[src/rtl/apb_pkg.sv]
// Shared definitions for the APB initiator: FSM state encodings,
// slave-select codes and default bus widths.
package apb_pkg;

  localparam int ADDR_W_DEF = 32;
  localparam int DATA_W_DEF = 32;

  localparam logic [1:0] ST_IDLE   = 2'd0;
  localparam logic [1:0] ST_SETUP  = 2'd1;
  localparam logic [1:0] ST_ACCESS = 2'd2;
  localparam logic [1:0] ST_RESP   = 2'd3;

  localparam logic [1:0] SEL_UART = 2'b10;
  localparam logic [1:0] SEL_GPIO = 2'b01;
  localparam logic [1:0] SEL_NONE = 2'b00;

  // Only one-hot codes address a real slave; 00 and 11 are rejected.
  function automatic logic sel_legal(input logic [1:0] sel);
    return (sel == SEL_UART) || (sel == SEL_GPIO);
  endfunction

endpackage

[src/rtl/apb_timeout_cnt.sv]
// Wait-state counter for the APB initiator's ACCESS timeout.
// tc flags the cycle on which the count would reach TC_VALUE, so the
// abort decision lands on the same edge the count hits the limit.
module apb_timeout_cnt #(
  parameter int unsigned TC_VALUE = 255
) (
  input  logic clk,
  input  logic rst_n,
  input  logic clr,
  input  logic en,
  output logic tc
);

  localparam int CNT_W = $clog2(TC_VALUE + 1);

  logic [CNT_W-1:0] count;

  // Count wait cycles; clear has priority over enable.
  always_ff @(posedge clk) begin
    if (!rst_n) begin
      count <= '0;
    end else if (clr) begin
      count <= '0;
    end else if (en) begin
      count <= count + CNT_W'(1);
    end
  end

  assign tc = (count == CNT_W'(TC_VALUE - 1));

endmodule

[src/rtl/apb_master.sv]
// APB initiator: single outstanding command, SETUP -> ACCESS -> RESP.
// Optional ACCESS timeout is compiled in with APB_TIMEOUT_EN.
//
// state  | meaning
// IDLE   | ready for a command, bus parked
// SETUP  | psel/address/direction/data driven, pen low
// ACCESS | pen high, waiting for pready
// RESP   | one-cycle rsp_valid strobe, bus released
module apb_master
  import apb_pkg::*;
#(
  parameter int ADDR_W         = ADDR_W_DEF,
  parameter int DATA_W         = DATA_W_DEF,
  parameter int TIMEOUT_CYCLES = 255
) (
  input  logic              clk,
  input  logic              rst_n,
  input  logic              cmd_valid,
  output logic              cmd_ready,
  input  logic              cmd_write,
  input  logic [1:0]        cmd_sel,
  input  logic [ADDR_W-1:0] cmd_addr,
  input  logic [DATA_W-1:0] cmd_wdata,
  output logic              rsp_valid,
  output logic [DATA_W-1:0] rsp_rdata,
  output logic              rsp_err,
  output logic              busy,
  output logic [ADDR_W-1:0] pAdd,
  output logic [DATA_W-1:0] pwData,
  output logic [1:0]        psel,
  output logic              pen,
  output logic              pwr,
  input  logic [DATA_W-1:0] prdata,
  input  logic              pready,
  input  logic              perr
);

  logic [1:0] state;
  logic       abort;

`ifdef APB_TIMEOUT_EN
  logic tc;

  apb_timeout_cnt #(
    .TC_VALUE(TIMEOUT_CYCLES)
  ) u_timeout (
    .clk   (clk),
    .rst_n (rst_n),
    .clr   (state == ST_SETUP),
    .en    ((state == ST_ACCESS) && !pready),
    .tc    (tc)
  );

  // A slave answering on the limit cycle still completes normally.
  assign abort = tc && !pready;
`else
  // Without the timeout ACCESS waits for pready forever; the parameter
  // stays on the interface so both builds share one instantiation.
  logic unused_timeout;
  assign unused_timeout = (TIMEOUT_CYCLES != 0);
  assign abort          = 1'b0;
`endif

  assign cmd_ready = (state == ST_IDLE);

  // Transfer sequencer; all bus and response outputs are registered.
  always_ff @(posedge clk) begin
    if (!rst_n) begin
      state     <= ST_IDLE;
      rsp_valid <= 1'b0;
      rsp_rdata <= '0;
      rsp_err   <= 1'b0;
      busy      <= 1'b0;
      pAdd      <= '0;
      pwData    <= '0;
      psel      <= SEL_NONE;
      pen       <= 1'b0;
      pwr       <= 1'b0;
    end else begin
      rsp_valid <= 1'b0;
      case (state)
        ST_IDLE: begin
          if (cmd_valid) begin
            if (sel_legal(cmd_sel)) begin
              state  <= ST_SETUP;
              busy   <= 1'b1;
              psel   <= cmd_sel;
              pAdd   <= cmd_addr;
              pwr    <= cmd_write;
              pwData <= cmd_write ? cmd_wdata : '0;
            end else begin
              // No slave decodes this select: answer with an error, no bus cycle.
              state     <= ST_RESP;
              rsp_valid <= 1'b1;
              rsp_err   <= 1'b1;
              rsp_rdata <= '0;
            end
          end
        end
        ST_SETUP: begin
          state <= ST_ACCESS;
          pen   <= 1'b1;
        end
        ST_ACCESS: begin
          if (pready) begin
            state     <= ST_RESP;
            rsp_valid <= 1'b1;
            rsp_rdata <= pwr ? '0 : prdata;
            rsp_err   <= perr;
            psel      <= SEL_NONE;
            pen       <= 1'b0;
            busy      <= 1'b0;
          end else if (abort) begin
            state     <= ST_RESP;
            rsp_valid <= 1'b1;
            rsp_rdata <= '0;
            rsp_err   <= 1'b1;
            psel      <= SEL_NONE;
            pen       <= 1'b0;
            busy      <= 1'b0;
          end
        end
        ST_RESP: begin
          state <= ST_IDLE;
        end
        default: begin
          state <= ST_IDLE;
        end
      endcase
    end
  end

endmodule
[config.mk]
export PLATFORM = sky130hd
export DESIGN_NAME = apb_master
export DESIGN_NICKNAME = d
export VERILOG_FILES = /design/src/rtl/apb_pkg.sv /design/src/rtl/apb_timeout_cnt.sv /design/src/rtl/apb_master.sv
export SDC_FILE = /design/constraint.sdc
export NUM_CORES = 1
export LEC_CHECK = 0
export ABC_AREA = 1
export CAP_MARGIN = 5
export CORE_MARGIN = 1
export CORE_UTILIZATION = 42
export CTS_BUF_LIST = sky130_fd_sc_hd__clkbuf_4 sky130_fd_sc_hd__clkbuf_8
export DETAILED_ROUTE_END_ITERATION = 6
export PLACE_DENSITY = 0.79
export SYNTH_ARGS = -nofsm -noshare
export SYNTH_HDL_FRONTEND = slang
export SYNTH_SLANG_ARGS = --single-unit
[constraint.sdc]
create_clock -name clk -period 1.8 [get_ports clk]
set_input_delay 0.36 -clock clk [delete_from_list [all_inputs] [get_ports clk]]
set_output_delay 0.36 -clock clk [all_outputs]
set_load 0.05 [all_outputs]
# Word level (Yosys, flattened, before mapping)
# Cells that the tools add are included.
# totals
out_inout_bits	104
word_cells	55
reg_bits	105
in_bits	104
# op_classes
n_eq_ne	9
n_reduce_logical	9
mux	27
# op_table
operator	count
2-to-1 mux 32 bit	5
one-hot mux 32 bit (2 select lines)	1
2-to-1 mux 2 bit	6
2-to-1 mux 1 bit	9
one-hot mux 1 bit (2 select lines)	4
one-hot mux 2 bit (4 select lines)	1
AND reduction 4 bit	2
equality test 2 bit (second input constant)	3
inequality test 2 bit (second input constant)	3
equality test 2 x 1 -> 1 bit (second input constant)	2
one-hot mux 2 bit (2 select lines)	1
AND reduction 2 bit	2
nonzero test 2 bit	2
AND reduction 3 bit	1
logical NOT 2 bit	1
inequality test 2 x 1 -> 1 bit (second input constant)	1
logical OR 1 bit	1

# Depth between registers and ports, before layout
# logic_depth
word_depth	5
depth_mapped	9
depth_no_buf	9

# Worst setup path after synthesis
# No wires, ideal clock.
# synth_timing
path_type	register -> register
from	register state[0]
to	register pwData[14]
path_slack_ns	-0.013
setup_time_ns	0.132
path_stages_with_launch	10
t_required_ns	1.668
n_path_buf	2
arrival_time_ns	1.681
synth_period_minus_slack_ns	1.813
path_cell_list	dfxtp_1 inv_1 ha_1 nand2_1 inv_2 nand2_1 buf_4 buf_4 nand2_1 a21oi_1
# synth_between
elab_chain_len	2
# synth_rtl
element	line_no	source
from (decl)	apb_master.sv:38	logic [1:0] state;
from (signal assigned)	apb_master.sv:69	state <= ST_IDLE;
from (signal assigned)	apb_master.sv:85	state <= ST_SETUP;
from (signal assigned)	apb_master.sv:93	state <= ST_RESP;
logical NOT 2 bit	-	
via cmd_ready	apb_master.sv:19	output logic cmd_ready,
AND reduction 3 bit (no line)	-	
to (signal assigned)	apb_master.sv:90	pwData <= cmd_write ? cmd_wdata : '0;
to (decl)	apb_master.sv:29	output logic [DATA_W-1:0] pwData,
# The timed path passes the listed nets, and every way through them passes these cells.
# A chain may end at the register's enable or synchronous reset.

# Worst setup path after layout
# layout_timing
from	register state[0]
to	register rsp_rdata[24]
# layout_between
elab_chain_len	3
word_cells_on_any_way	8
classes_between	4 x eq/ne; 1 x mux; 3 x reduce/logical
# layout_rtl
element	line_no	source
equality test 2 bit or logical NOT 2 bit (tied branches)	apb_master.sv:81	case (state)
inequality test 2 bit (no line) or nonzero test 2 bit (tied branches)	-	
AND reduction 4 bit (no line)	-	
to (signal assigned)	apb_master.sv:108	rsp_rdata <= pwr ? '0 : prdata;
to (decl)	apb_master.sv:25	output logic [DATA_W-1:0] rsp_rdata,
# Several ways; a longest one is shown, not always the timed one.

==> results.md <==
- Crit-path slowest cell: dfxtp_1
- Fmax: 0.6056 GHz
- Starting DRC count in detailed routing: between 200 and 300
- Rows: 36
- Part of the cycle the worst path needs: 91.74%
- Setup crit start kind: register
- Chip Width: 103.7 µm
- Antenna Cells: 0
- Drt wl/cell: 14.26 µm
- Worst slew pin tran: 0.2546 ns
- TritonCTS Sinks: between 100 and 150
- Largest net degree at the start of global routing: 66
- Most common cell after layout, fill and taps aside: nand2_1
- HP Class: register to register
- CTS tree: yes
- Crit-path cells: inv_2 > ha_2 > nand2_1 > nand2_1 > nor2_4 > buf_4 > nand3_1 > nand2_1 > nor2_1
- Fin crit period: 1.651 ns
- Vias per cell: 5.059
- Clock skew: 0.01262 ns
- Critical path data arrival time: 1.91 ns
- Ys Warns: 0
- Setup TNS: 0 ns
- Drt drc: 0
- Pleak: 2.837 nW
- CTS HTree Levels: 3
- Commonest cells after routing, fill and taps aside: nand2_1 (143), buf_4 (124), dfxtp_1 (104)
- Slew Limit Headroom: 82.96%
- Clock latency on the worst-skew pair: 0.36 ns
- Power Density: between 1500 and 2000 nW/µm²
- DRT Pass-1 Iters: 4
- Syn-to-layout area delta: 53.17%
- CTS buffer count: 9
- CP Class: register to register
- Via count: 4680
- Worst vdd ir: 1.024 mV
- CP Depth: 9
- DRT Wirelength: 13190 µm
- Syn Nets: 697
- Cell Area, Synth: 4347 µm²
- Final ANT Viol Nets: 0
- Clk buf depth: 2
- Status: finished, final reports clean
- Syn avg cell area: between 7 and 8 µm²
- CTS root buffer: clkbuf_8
- Core box area: 9910 µm²
- CP bufs+invs: 2
- Cells after synthesis: 588
- # setup viols final: 0
- DP Worst Slack: -0.05382 ns
- Max incr delay on CP: 0.38 ns
- Total track usage: 23.51%
- Chip height: 103.7 µm
- R2r worst-path depth: 9
- Share of post-route cells with drive strength above 1: about a fifth
- Maxcap violations: 0
- Post-synthesis sequential element count: around 110
- Port bufs: 207
- Placer congestion estimate: 0.8254
- Worst Path Max Fanout: 12
- Grt total ovfl: 0
- CP Data Required Time: 2.06 ns
- Cell mode on critical path: nand2_1
- Nets: roughly 900
- Clk pin slew, worst setup/hold paths: 0.10 ns
- Max-slew violations: 0
- CP delay by family, top: simple AND/OR/NAND/NOR gates
- FILL cells: 878
- Die area: ~11000 µm²
- First-pass GRT wire length: 20650 µm
- Hold depth: 2
- Initial antenna violation count: 0
- Setup crit end kind: register
- Number of global-route vias before repair: between 4000 and 5000
- Dpl hpwl: 9322 µm
- Sequential fraction of the synthesis area: 48.36%
- Starting Density: 43.86%
- RSZ-0062 raised after global routing: no
- Unique masters post-synth: 19
- I/O Pins: 208
- Worst setup margin: 0.1487 ns
- Hold violation total from the final report: 0
==> per-stage QoR <==
step           hold slack, ns  cell area (µm²)  util [%]  power (W)  cells
2_1_floorplan          0.5024             4349         -   0.007206    588
3_3_place_gp           0.4392             6366     64.24   0.008879    902
3_5_place_dp           0.4545             6366     64.24   0.009049    902
4_1_cts                0.4702             6576     66.36    0.01059    918
5_1_grt                0.4923             6658     67.18    0.01137    925
6_report               0.4673             6658     67.18    0.01071    925
==> synthesized netlist by cell type <==
cell	number	area share, %
a21oi_1	98	11
buf_1	2	0.17
buf_2	21	2.4
buf_4	11	1.9
buf_6	1	0.26
clkbuf_1	16	1.4
dfxtp_1	105	48
ha_1	5	1.4
inv_1	21	1.8
inv_2	4	0.35
nand2_1	145	13
nand2_2	2	0.29
nand3_1	65	7.5
nand4_1	32	4.6
nor2_1	52	4.5
nor2_4	2	0.52
nor3_1	1	0.12
o21ai_0	4	0.46
o22ai_1	1	0.14
==> report_power, final <==
group | switching, W | total, W | internal [W]
Clock | 0.000834 | 0.00154 | 0.000702
Sequential | 0.000310 | 0.00318 | 0.00287
Combinational | 0.00391 | 0.00599 | 0.00208
==> worst min-delay path: cells and delay by family (launching register included) <==
family	cells	cell delay (ns)
AO/OA/AOI/OAI	1	0.06
flip-flops	1	0.33
buffers and inverters	1	0.05
==> path summary, 6_finish.rpt <==
| kind | from | to | slack, ns |
|---|---|---|---|
| max | state[0] | rsp_rdata[24] | 0.15 |
| max reg2reg | state[0] | rsp_rdata[24] | 0.15 |
| min reg2reg | pen | pen | 0.47 |
| min | pen | pen | 0.47 |
==> registers in the layout (all words and copies together), names as in the netlist <==
signal / flops
pwData: 32
pwr: 1
rsp_rdata: 32
rsp_err: 1
state: 2
busy: 1
pen: 1
psel: 2
rsp_valid: 1
pAdd: 32
==> routing by layer <==
metal	part of all wire [%]	GRT usage (%)	wire length [µm]
met3	8.3	7.048	1100
met2	49	40.60	6494
met4	2.1	9.388	272
met5	0	0	0
met1	40	27.19	5325
==> final cells by class <==
type,count,area [µm²],area share (%)
Clock buffer,10,137.6,2.067
Clock inverter,6,72.57,1.090
Inverter,25,93.84,1.410
Multi-Input combinational cell,407,1894,28.45
Sequential cell,105,2103,31.59
Tap cell,133,166.4,2.500
Timing Repair Buffer,239,2190,32.89
==> cell families after synthesis <==
group	count (synthesis)	synth area share, %
compound gates	103	11.89
buf+inv	76	8.290
simple gates	299	30.02
fa+ha+maj	5	1.439
flops	105	48.36
==> repair_timing <==
item                                    4_1_cts  5_1_grt
setup buffers                                 0        6
resized for setup                             0        5
endpoints found under the setup margin        0       33
hold buffers                                  0        0
(Power assumes the default switching activity.)
==> RTL change (config.mk and constraints unchanged) <==
Register the output `rsp_err` once more, cleared by the reset; this adds one clock of latency there. The other outputs are not delayed to match.
--- a/src/rtl/apb_master.sv
+++ b/src/rtl/apb_master.sv
@@ -35,6 +35,8 @@
   input  logic              perr
 );
 
+  logic rsp_err_s0;
+
   logic [1:0] state;
   logic       abort;
 
@@ -69,7 +71,7 @@
       state     <= ST_IDLE;
       rsp_valid <= 1'b0;
       rsp_rdata <= '0;
-      rsp_err   <= 1'b0;
+      rsp_err_s0 <= 1'b0;
       busy      <= 1'b0;
       pAdd      <= '0;
       pwData    <= '0;
@@ -92,7 +94,7 @@
               // No slave decodes this select: answer with an error, no bus cycle.
               state     <= ST_RESP;
               rsp_valid <= 1'b1;
-              rsp_err   <= 1'b1;
+              rsp_err_s0 <= 1'b1;
               rsp_rdata <= '0;
             end
           end
@@ -106,7 +108,7 @@
             state     <= ST_RESP;
             rsp_valid <= 1'b1;
             rsp_rdata <= pwr ? '0 : prdata;
-            rsp_err   <= perr;
+            rsp_err_s0 <= perr;
             psel      <= SEL_NONE;
             pen       <= 1'b0;
             busy      <= 1'b0;
@@ -114,7 +116,7 @@
             state     <= ST_RESP;
             rsp_valid <= 1'b1;
             rsp_rdata <= '0;
-            rsp_err   <= 1'b1;
+            rsp_err_s0 <= 1'b1;
             psel      <= SEL_NONE;
             pen       <= 1'b0;
             busy      <= 1'b0;
@@ -130,4 +132,12 @@
     end
   end
 
+  always_ff @(posedge clk) begin
+    if (!rst_n) begin
+      rsp_err <= '0;
+    end else begin
+      rsp_err <= rsp_err_s0;
+    end
+  end
+
 endmodule
Function: changed (Yosys sat finds a counterexample within 4 cycles, from zero or initial values and one cycle with rst_n low).
==> RTL change against the original RTL <==
  * Maximum frequency down 0.27%
  * Worst setup slack got worse by 0.0045 ns
  * Synthesized area up 0.49%
  * Power decreased by 3.1%
  * Synthesized cell count increased by 0.34%
  * Highest routed layer unchanged
  * Routed wire length decreased by 3.9%
  * Final area down 1.8%
  * Sequential cell count up 1
==> RTL change: results (changes against the original RTL) <==
[metrics] fraction of final layout cells sized beyond drive strength 1: 19.3% (was 21.1%)
[metrics] length of routed met3 wiring: 1.13 mm (was 1.10 mm)
[metrics] highest fanout seen on the critical path: 6 (was 12)
[metrics] vias in the first global route: 4303 (was 4371)
[metrics] outcome: finished clean (unchanged)
[metrics] final period demand of the worst path: 1.66 ns (was 1.65 ns)
[metrics] net count after synthesis: 699 (was 697)
[metrics] smallest hold slack: 0.432 ns (was 0.467 ns)
[metrics] register area share after synthesis: 48.6% (was 48.4%)
[metrics] capture instance of the worst register-to-register path: rsp_rdata[14] (was rsp_rdata[24])
[metrics] met2 Use GR: 38.0% (was 40.6%)
[metrics] Peak supply drop: 938 µV (was 1020 µV)
[metrics] Post-Place Cells: 900 (was 902)
[metrics] synth top area cells: sky130_fd_sc_hd__dfxtp_1, sky130_fd_sc_hd__nand2_1, sky130_fd_sc_hd__a21oi_1 (unchanged)
[metrics] fraction of the mapped netlist area in compound gates: 11.9% (about the same)
[metrics] met2 routed wirelength: 5.89 mm (was 6.49 mm)
[metrics] post-detailed-route wirelength per cell: 13.8 µm (was 14.3 µm)
[metrics] overall global routing resource usage: 22.8% (was 23.5%)
[metrics] filler instances: 850 (was 878)
[metrics] wire length of the first global-routing pass: 20.4 mm (was 20.7 mm)
[metrics] max incr delay on CP: 0.34 ns (was 0.38 ns)
[metrics] die footprint: 10800 µm² (about the same)
[metrics] fraction of standard cell area in multi-input logic: 28.9% (was 28.5%)
[metrics] cell family with the largest share of critical-path delay: flip-flops (was simple AND/OR/NAND/NOR gates)
[metrics] Post-Place Setup Slack: -0.0319 ns (was -0.0538 ns)
[metrics] proportion of cell area occupied by registers: 32.5% (was 31.6%)
[metrics] initial drt markers: 177 (was 268)
[metrics] multi-input combinational cell count: 408 (was 407)
[metrics] setup skew after layout: 0.0112 ns (was 0.0126 ns)
[metrics] average via count per standard cell: 5.00 (was 5.06)
[metrics] number of cells traversed by the worst register-to-register path: 10 (was 9)
[metrics] Non-clk invs: 24 (was 25)
[metrics] met3 Usage GRT: 7.89% (was 7.05%)
[metrics] total routed wire length on the met1 layer: 5.42 mm (was 5.33 mm)
[metrics] GP Congestion: 0.809 (was 0.825)
[metrics] Synth top cells by count: sky130_fd_sc_hd__nand2_1, sky130_fd_sc_hd__dfxtp_1, sky130_fd_sc_hd__a21oi_1 (unchanged)
[metrics] detailed placement HPWL: 8.96 mm (was 9.32 mm)
[metrics] final-stage net count: 887 (was 896)
[metrics] Sw Share: 47.1% (was 47.2%)
[metrics] Non-clock buffers, area share: 31.6% (was 32.9%)
[metrics] arrival time reported for the critical path endpoint: 1.30 ns (was 1.91 ns)
[metrics] instance count of the mapped netlist: 590 (was 588)
RTL change: logic make-up after synthesis:
| group | Yosys count |
|---|---|
| buffers and inverters | 76 |
| DFF | 106 |
| adders and majority gates | 5 |
| and+or+nand+nor | 299 |
| AOI/OAI and AO/OA | 104 |
RTL change: worst min-delay path by stage:
stage / from / end / cells past startpoint
2_1_floorplan: rsp_err_s0 / rsp_err / 2
3_3_place_gp: rsp_err_s0 / rsp_err / 2
3_5_place_dp: rsp_err_s0 / rsp_err / 2
4_1_cts: rsp_err_s0 / rsp_err / 2
5_1_grt: rsp_err_s0 / rsp_err / 2
6_report: rsp_err_s0 / rsp_err / 2
RTL change: through the flow:
stage	total power, mW	utilization [%]	setup TNS, ns
6_report	10.4	66.0	0
5_1_grt	11.0	66.0	0
4_1_cts	10.4	66.0	0
3_5_place_dp	8.91	63.9	-0.351
3_3_place_gp	8.79	63.9	0
2_1_floorplan	7.21	-	0
